$ cat config.mk
export PLATFORM = sky130hd
export DESIGN_NAME = mac_accumulator
export DESIGN_NICKNAME = d
export VERILOG_FILES = /design/src/rtl/mac_accumulator.sv
export SDC_FILE = /design/constraint.sdc
export NUM_CORES = 1
export LEC_CHECK = 0
export BUFFER_PORTS_ARGS = -buffer_cell sky130_fd_sc_hd__buf_2
export CORE_UTILIZATION = 49
export CTS_CLUSTER_SIZE = 30
export DETAILED_ROUTE_END_ITERATION = 8
export PLACE_DENSITY = 0.75
export SLEW_MARGIN = 20
export SYNTH_ARGS = -nofsm -noshare
export SYNTH_HDL_FRONTEND = slang
export SYNTH_SLANG_ARGS = --single-unit
$ cat constraint.sdc
create_clock -name clk -period 2.55 [get_ports clk]
set_input_delay 0.1275 -clock clk [delete_from_list [all_inputs] [get_ports clk]]
set_output_delay 0.1275 -clock clk [all_outputs]
set_load 0.1 [all_outputs]
$ cat src/rtl/mac_accumulator.sv
// Signed accumulate stage behind the Booth multiplier: sums a vector of 16-bit
// products and holds the result. Define MAC_ACC_SATURATE_EN to clamp on overflow.
module mac_accumulator #(
   parameter int ACC_W = 24,
   parameter int CNT_W = 10
) (
   input  logic             clk,
   input  logic             rst,
   input  logic             in_valid,
   output logic             in_ready,
   input  logic [15:0]      in_product,
   input  logic             in_last,
   output logic             out_valid,
   input  logic             out_ready,
   output logic [ACC_W-1:0] out_acc,
   output logic [CNT_W-1:0] out_count,
   output logic             out_ovf
);

   localparam logic [0:0] S_ACCUM = 1'b0;
   localparam logic [0:0] S_HOLD  = 1'b1;

   logic [0:0]       r_state;
   logic [ACC_W-1:0] r_acc;
   logic [CNT_W-1:0] r_count;
   logic             r_ovf;

   logic [ACC_W-1:0] w_ext;
   logic [ACC_W-1:0] w_sum;
   logic [ACC_W-1:0] w_acc_nxt;
   logic [CNT_W-1:0] w_cnt_nxt;
   logic             w_ovf;

   assign w_ext = {{(ACC_W-16){in_product[15]}}, in_product};
   assign w_sum = r_acc + w_ext;
   // Overflow only possible when both operands share a sign and the sum flips it.
   assign w_ovf = (r_acc[ACC_W-1] == w_ext[ACC_W-1]) && (w_sum[ACC_W-1] != r_acc[ACC_W-1]);

`ifdef MAC_ACC_SATURATE_EN
   assign w_acc_nxt = !w_ovf ? w_sum :
                      (r_acc[ACC_W-1] ? {1'b1, {(ACC_W-1){1'b0}}}
                                      : {1'b0, {(ACC_W-1){1'b1}}});
`else
   assign w_acc_nxt = w_sum;
`endif

   assign w_cnt_nxt = (&r_count) ? r_count : r_count + 1'b1;

   always_ff @(posedge clk or posedge rst) begin
      if (rst) begin
         r_state <= S_ACCUM;
         r_acc   <= '0;
         r_count <= '0;
         r_ovf   <= 1'b0;
      end else if (r_state == S_HOLD) begin
         if (out_ready) begin
            r_state <= S_ACCUM;
            r_acc   <= '0;
            r_count <= '0;
            r_ovf   <= 1'b0;
         end
      end else if (in_valid) begin
         r_acc   <= w_acc_nxt;
         r_count <= w_cnt_nxt;
         if (w_ovf)   r_ovf   <= 1'b1;
         if (in_last) r_state <= S_HOLD;
      end
   end

   assign in_ready  = (r_state == S_ACCUM) && !rst;
   assign out_valid = (r_state == S_HOLD);
   assign out_acc   = r_acc;
   assign out_count = r_count;
   assign out_ovf   = r_ovf;

endmodule

# ---- After elaboration in Yosys (flattened, before gate mapping)
# Index checks and enable logic that the tools add are counted.
dict set report classes {
  add_sub_neg 2
  mul 0
  div_mod_pow 0
  magnitude_cmp 0
  n_eq_ne 4
  n_shift 0
  muxes 15
  bitwise 1
  reduce_logical 9
}
# cell n
set op_table {}
lappend op_table {{$mux W24} 3}
lappend op_table {{$mux W10} 4}
lappend op_table {{$add A24 B24 Y24} 1}
lappend op_table {{$add A10 B1 Y10 const B} 1}
lappend op_table {{$reduce_and A10 Y1} 1}
lappend op_table {{$mux W1} 8}
lappend op_table {{$reduce_and A3 Y1} 2}
lappend op_table {{$ne A2 B2 Y1 const B} 2}
lappend op_table {{$reduce_bool A2 Y1} 2}
lappend op_table {{$logic_and A1 B1 Y1} 2}
lappend op_table {{$reduce_and A2 Y1} 1}
lappend op_table {{$eq A1 B1 Y1} 1}
lappend op_table {{$logic_not A1 Y1} 1}
lappend op_table {{$ne A1 B1 Y1} 1}
lappend op_table {{$not A1 Y1} 1}
dict set report word_totals {
  reg_bits 36
  latchBits 0
  mem_bits_rw 0
  romBits 0
  input_bits 21
  out_inout_bits 37
  word_cells 35
  memories 0
}

# ---- Depth between registers and ports, before layout
dict set report depth {
  ltp_word 6
  depth_mapped 10
  mapped_depth_nobuf 10
}

# ---- Worst setup path after synthesis
# Ideal clock, no wire load.
dict set report synth_timing {
  path_type {reg2reg}
  start {register r_acc[4] (netlist: out_acc[4])}
  end {register r_acc[23] (netlist: out_acc[23])}
  setup_ns 0.094
  arrival_time_ns 2.912
  required_ns 2.456
  setup_slack_ns -0.456
  stages_incl_launch_ff 10
  path_buffers 0
  synth_period_minus_slack_ns 3.006
  path_cell_list {dfrtp_1 > ha_1 > a21o_1 > a31o_1 > o31ai_4 > a31oi_4 > a31oi_4 > o31ai_2 > mux2i_1 > mux2i_1}
}
dict set report synth_via {
  elab_chain_cells 3
}
# element line_no
set synth_rtl {}
lappend synth_rtl {{from (decl)} 24} ;# logic [ACC_W-1:0] r_acc;
lappend synth_rtl {{from (signal assigned)} 63} ;# r_acc <= w_acc_nxt;
lappend synth_rtl {{$add A24 B24 Y24} 35} ;# assign w_sum = r_acc + w_ext;
lappend synth_rtl {{$mux W24} 62} ;# end else if (in_valid) begin
lappend synth_rtl {{$mux W24} 55} ;# end else if (r_state == S_HOLD) begin
# Every way passes these cells. The select of a mux whose other input is x is not followed.
# A chain may end at the register's enable or synchronous reset.

# ---- Worst setup path after layout
dict set report layout_timing {
  start {register r_acc[0] (netlist: out_acc[0])}
  end {register r_acc[18] (netlist: out_acc[18])}
}
# Same word-level chain as after synthesis.

==> impl_results.md <==
* Status: complete, no violations
* Worst slew pin tran at 0.749 ns
* Hpwl dp at 4320 um
* CTS tree: built
* Die area at 0.00559 mm2
* Die width at 74.7 um
* Util after Layout at 0.640
* Via/cell ratio at 5.47
* Vias at 2347
* Syn Nets at 335
* Antenna violations before repair at 0
* Startpoint Class: flop
* Max-slew violation count at 0
* Worst EP arrival at 2.65 ns
* Largest net degree at the start of global routing at 37
* IO Count at 58
* Worst min path class: in2reg
* Antenna cell count at 0
* Post-route ant nets at 0
* Clk_skew at 0.00751 ns
* Standard-cell rows at 26
* DR WL/cell at 13.8 um
* Max-slew headroom at 0.499
* Required time worst endpoint at 2.69 ns
* CTS Buf Count at 5
* WL final at 5920 um
* Cell taking the most area after synthesis: dfrtp_1
* Largest cells by area after synthesis: dfrtp_1 35%, ha_1 12%, nand2_1 5.6%, o21ai_0 5.0%, a21o_1 4.9%
* Height of the chip at 74.7 um
* CTS Sinks at 36
* Max-cap viol count at 0
* Worst-Skew Late Latency at 0.29 ns
* Final setup fails at 0
* RSZ-0062 raised after global routing: true
* Fillcell total at 452
* Critical path capture point type: flop
* GRT Total Usage at 0.231
* Placeable Area at 0.00511 mm2
* CTS clk-pin slew, worst paths at 0.08 ns
* Yosys warning count at 0
* Clock buffer depth at 2
* Post-route cell area at 0.00327 mm2
* Kind of critical path: reg2reg
* Layout cells sized above 1 at 0.309
* Yosys top cell area share at 0.347
* Initial Util at 0.508
* F_max at 0.398 GHz
* Final #Nets at 404
* Unique cell type count in the Yosys netlist at 43
* Synth-to-Final Area Change at 26.0%
* Yosys reg bits at 36
* CTS HTree Levels at 2
* DR iter-0 viols at 133
* Final period util at 0.985
* Clock root cell: clkbuf_8
* Total gr overflow at 0
* Tmin final at 2.51 ns
* CP max FO at 4
* First-pass GRT wire length at 9720 um
* Post-synthesis average cell area at 8.97 um2
* Drc violations at 0
* Final Hold Fails at 0
* Netlist Area Pre-Place at 0.00259 mm2
* Sequential-to-total area share from yosys stat at 0.347
* Pre-antenna DRT Iters at 8
* PortBufs at 57
* Number of global-route vias before repair at 2070
* Final Wtd Congestion at 0.854
* Mapped Cells at 289
* Post-Place Cell Area at 0.00306 mm2
[final timing paths]
kind                        startpoint      endpoint  slack (ns)  cells after the start
setup / recovery            out_acc[0]   out_acc[18]        0.04                      9
hold / removal               out_ready     out_valid        0.05                      2
setup reg to reg            out_acc[0]   out_acc[18]        0.04                      9
hold reg to reg            out_acc[10]   out_acc[10]        0.51                      2
max in group asynchronous          rst    out_acc[4]        1.67                      4
min in group asynchronous          rst  out_count[9]        0.51                      4
[what timing repair did]
action / 4_1_cts / 5_1_grt
endpoints found under the hold margin: 36 / 0
setup endpoints to repair: 1 / 11
pin swaps: 0 / 10
gates resized for setup: 1 / 12
hold buffers: 1 / 0
buffers inserted: 0 / 4
[layout by cell type, fill, tap and decap left out, types with 3 or more instances in the layout]
| cell | count |
|---|---|
| o21ai_1 | 9 |
| a221o_1 | 3 |
| a21o_1 | 17 |
| clkbuf_8 | 5 |
| dfrtp_4 | 5 |
| o21ai_0 | 24 |
| nand3_1 | 7 |
| xnor2_1 | 10 |
| buf_4 | 12 |
| xor2_1 | 10 |
| or3_1 | 4 |
| o21a_1 | 4 |
| buf_2 | 57 |
| nand2_1 | 38 |
| a21oi_1 | 14 |
| mux2i_1 | 4 |
| ha_1 | 22 |
| a211oi_1 | 3 |
| dfrtp_1 | 20 |
| nor2_1 | 17 |
| nand4_1 | 6 |
| dfrtp_2 | 11 |
| a21oi_2 | 3 |
| inv_1 | 8 |
| nor3_1 | 7 |
[cell type report]
cell class / count / area (um2) / area share
Timing Repair Buffer: 71 / 397 / 0.121
Inverter: 8 / 30.0 / 0.00919
Tap cell: 70 / 87.6 / 0.0268
Sequential cell: 36 / 933 / 0.286
Clock inverter: 2 / 35.0 / 0.0107
Multi-Input combinational cell: 236 / 1710 / 0.524
Clock buffer: 6 / 72.6 / 0.0222
[metrics by stage]
step                      hold slack [ns]  TNS [ns]  cells  setup WS [ns]
after floorplan                     0.224   -0.0869    289        -0.0563
after global placement              0.279         0    416         0.0476
after detailed placement            0.281   -0.0108    416        -0.0108
after CTS                          0.0491   -0.0148    425        -0.0148
after global routing               0.0462    -0.160    429        -0.0921
final                              0.0527         0    429         0.0395
[Yosys cell counts, drive strengths merged]
cell type / number
nand2: 39
dfrtp: 36
o21ai: 33
ha: 24
nor2: 18
a21o: 17
a21oi: 17
xnor2: 11
xor2: 10
clkbuf: 9
inv: 8
nand3: 7
nor3: 7
nand4: 6
or3: 5
mux2i: 4
o21a: 4
o31ai: 4
a211oi: 3
a221o: 3
a31oi: 3
a22o: 2
and2: 2
and4: 2
nand2b: 2
o211ai: 2
a21boi: 1
a221oi: 1
a311oi: 1
a31o: 1
a32o: 1
a32oi: 1
and3: 1
fa: 1
nor2b: 1
o21bai: 1
or3b: 1
[per-layer routing]
| layer | up-vias | GRT usage | routed length, um |
|---|---|---|---|
| met1 | 1093 | 0.333 | 2910 |
| met2 | 58 | 0.357 | 2710 |
| met3 | 4 | 0.0402 | 235 |
| met4 | 0 | 0.0629 | 72 |
| met5 | - | 0 | 0 |
| li1 | 1192 | - | - |
[registers in the layout, summed over array words and instances (netlist names)]
name,count
out_ovf,1
out_count,10
out_valid,1
out_acc,24
[critical path, stage by stage (launching register included)]
cell and delay [ns]:
dfrtp_4 0.50, ha_4 0.17, fa_2 0.34, a21o_1 0.20, a221oi_4 0.27, o21a_1 0.22, a311oi_4 0.14, a221o_1 0.33
xnor2_1 0.14, o21ai_1 0.08
[cells by family after synthesis]
kind of cell	after synthesis	synth area share
AOI/OAI and AO/OA	95	0.256
xor gates and xnor gates	21	0.0709
adders and majority gates	25	0.124
buffers and inverters	17	0.0246
DFF	36	0.347
muxes	4	0.0154
and+or+nand+nor	91	0.162
Power is left out: the tool's default activity adds up to more than one toggle a clock period on the data nets, which glitch-free logic cannot reach.
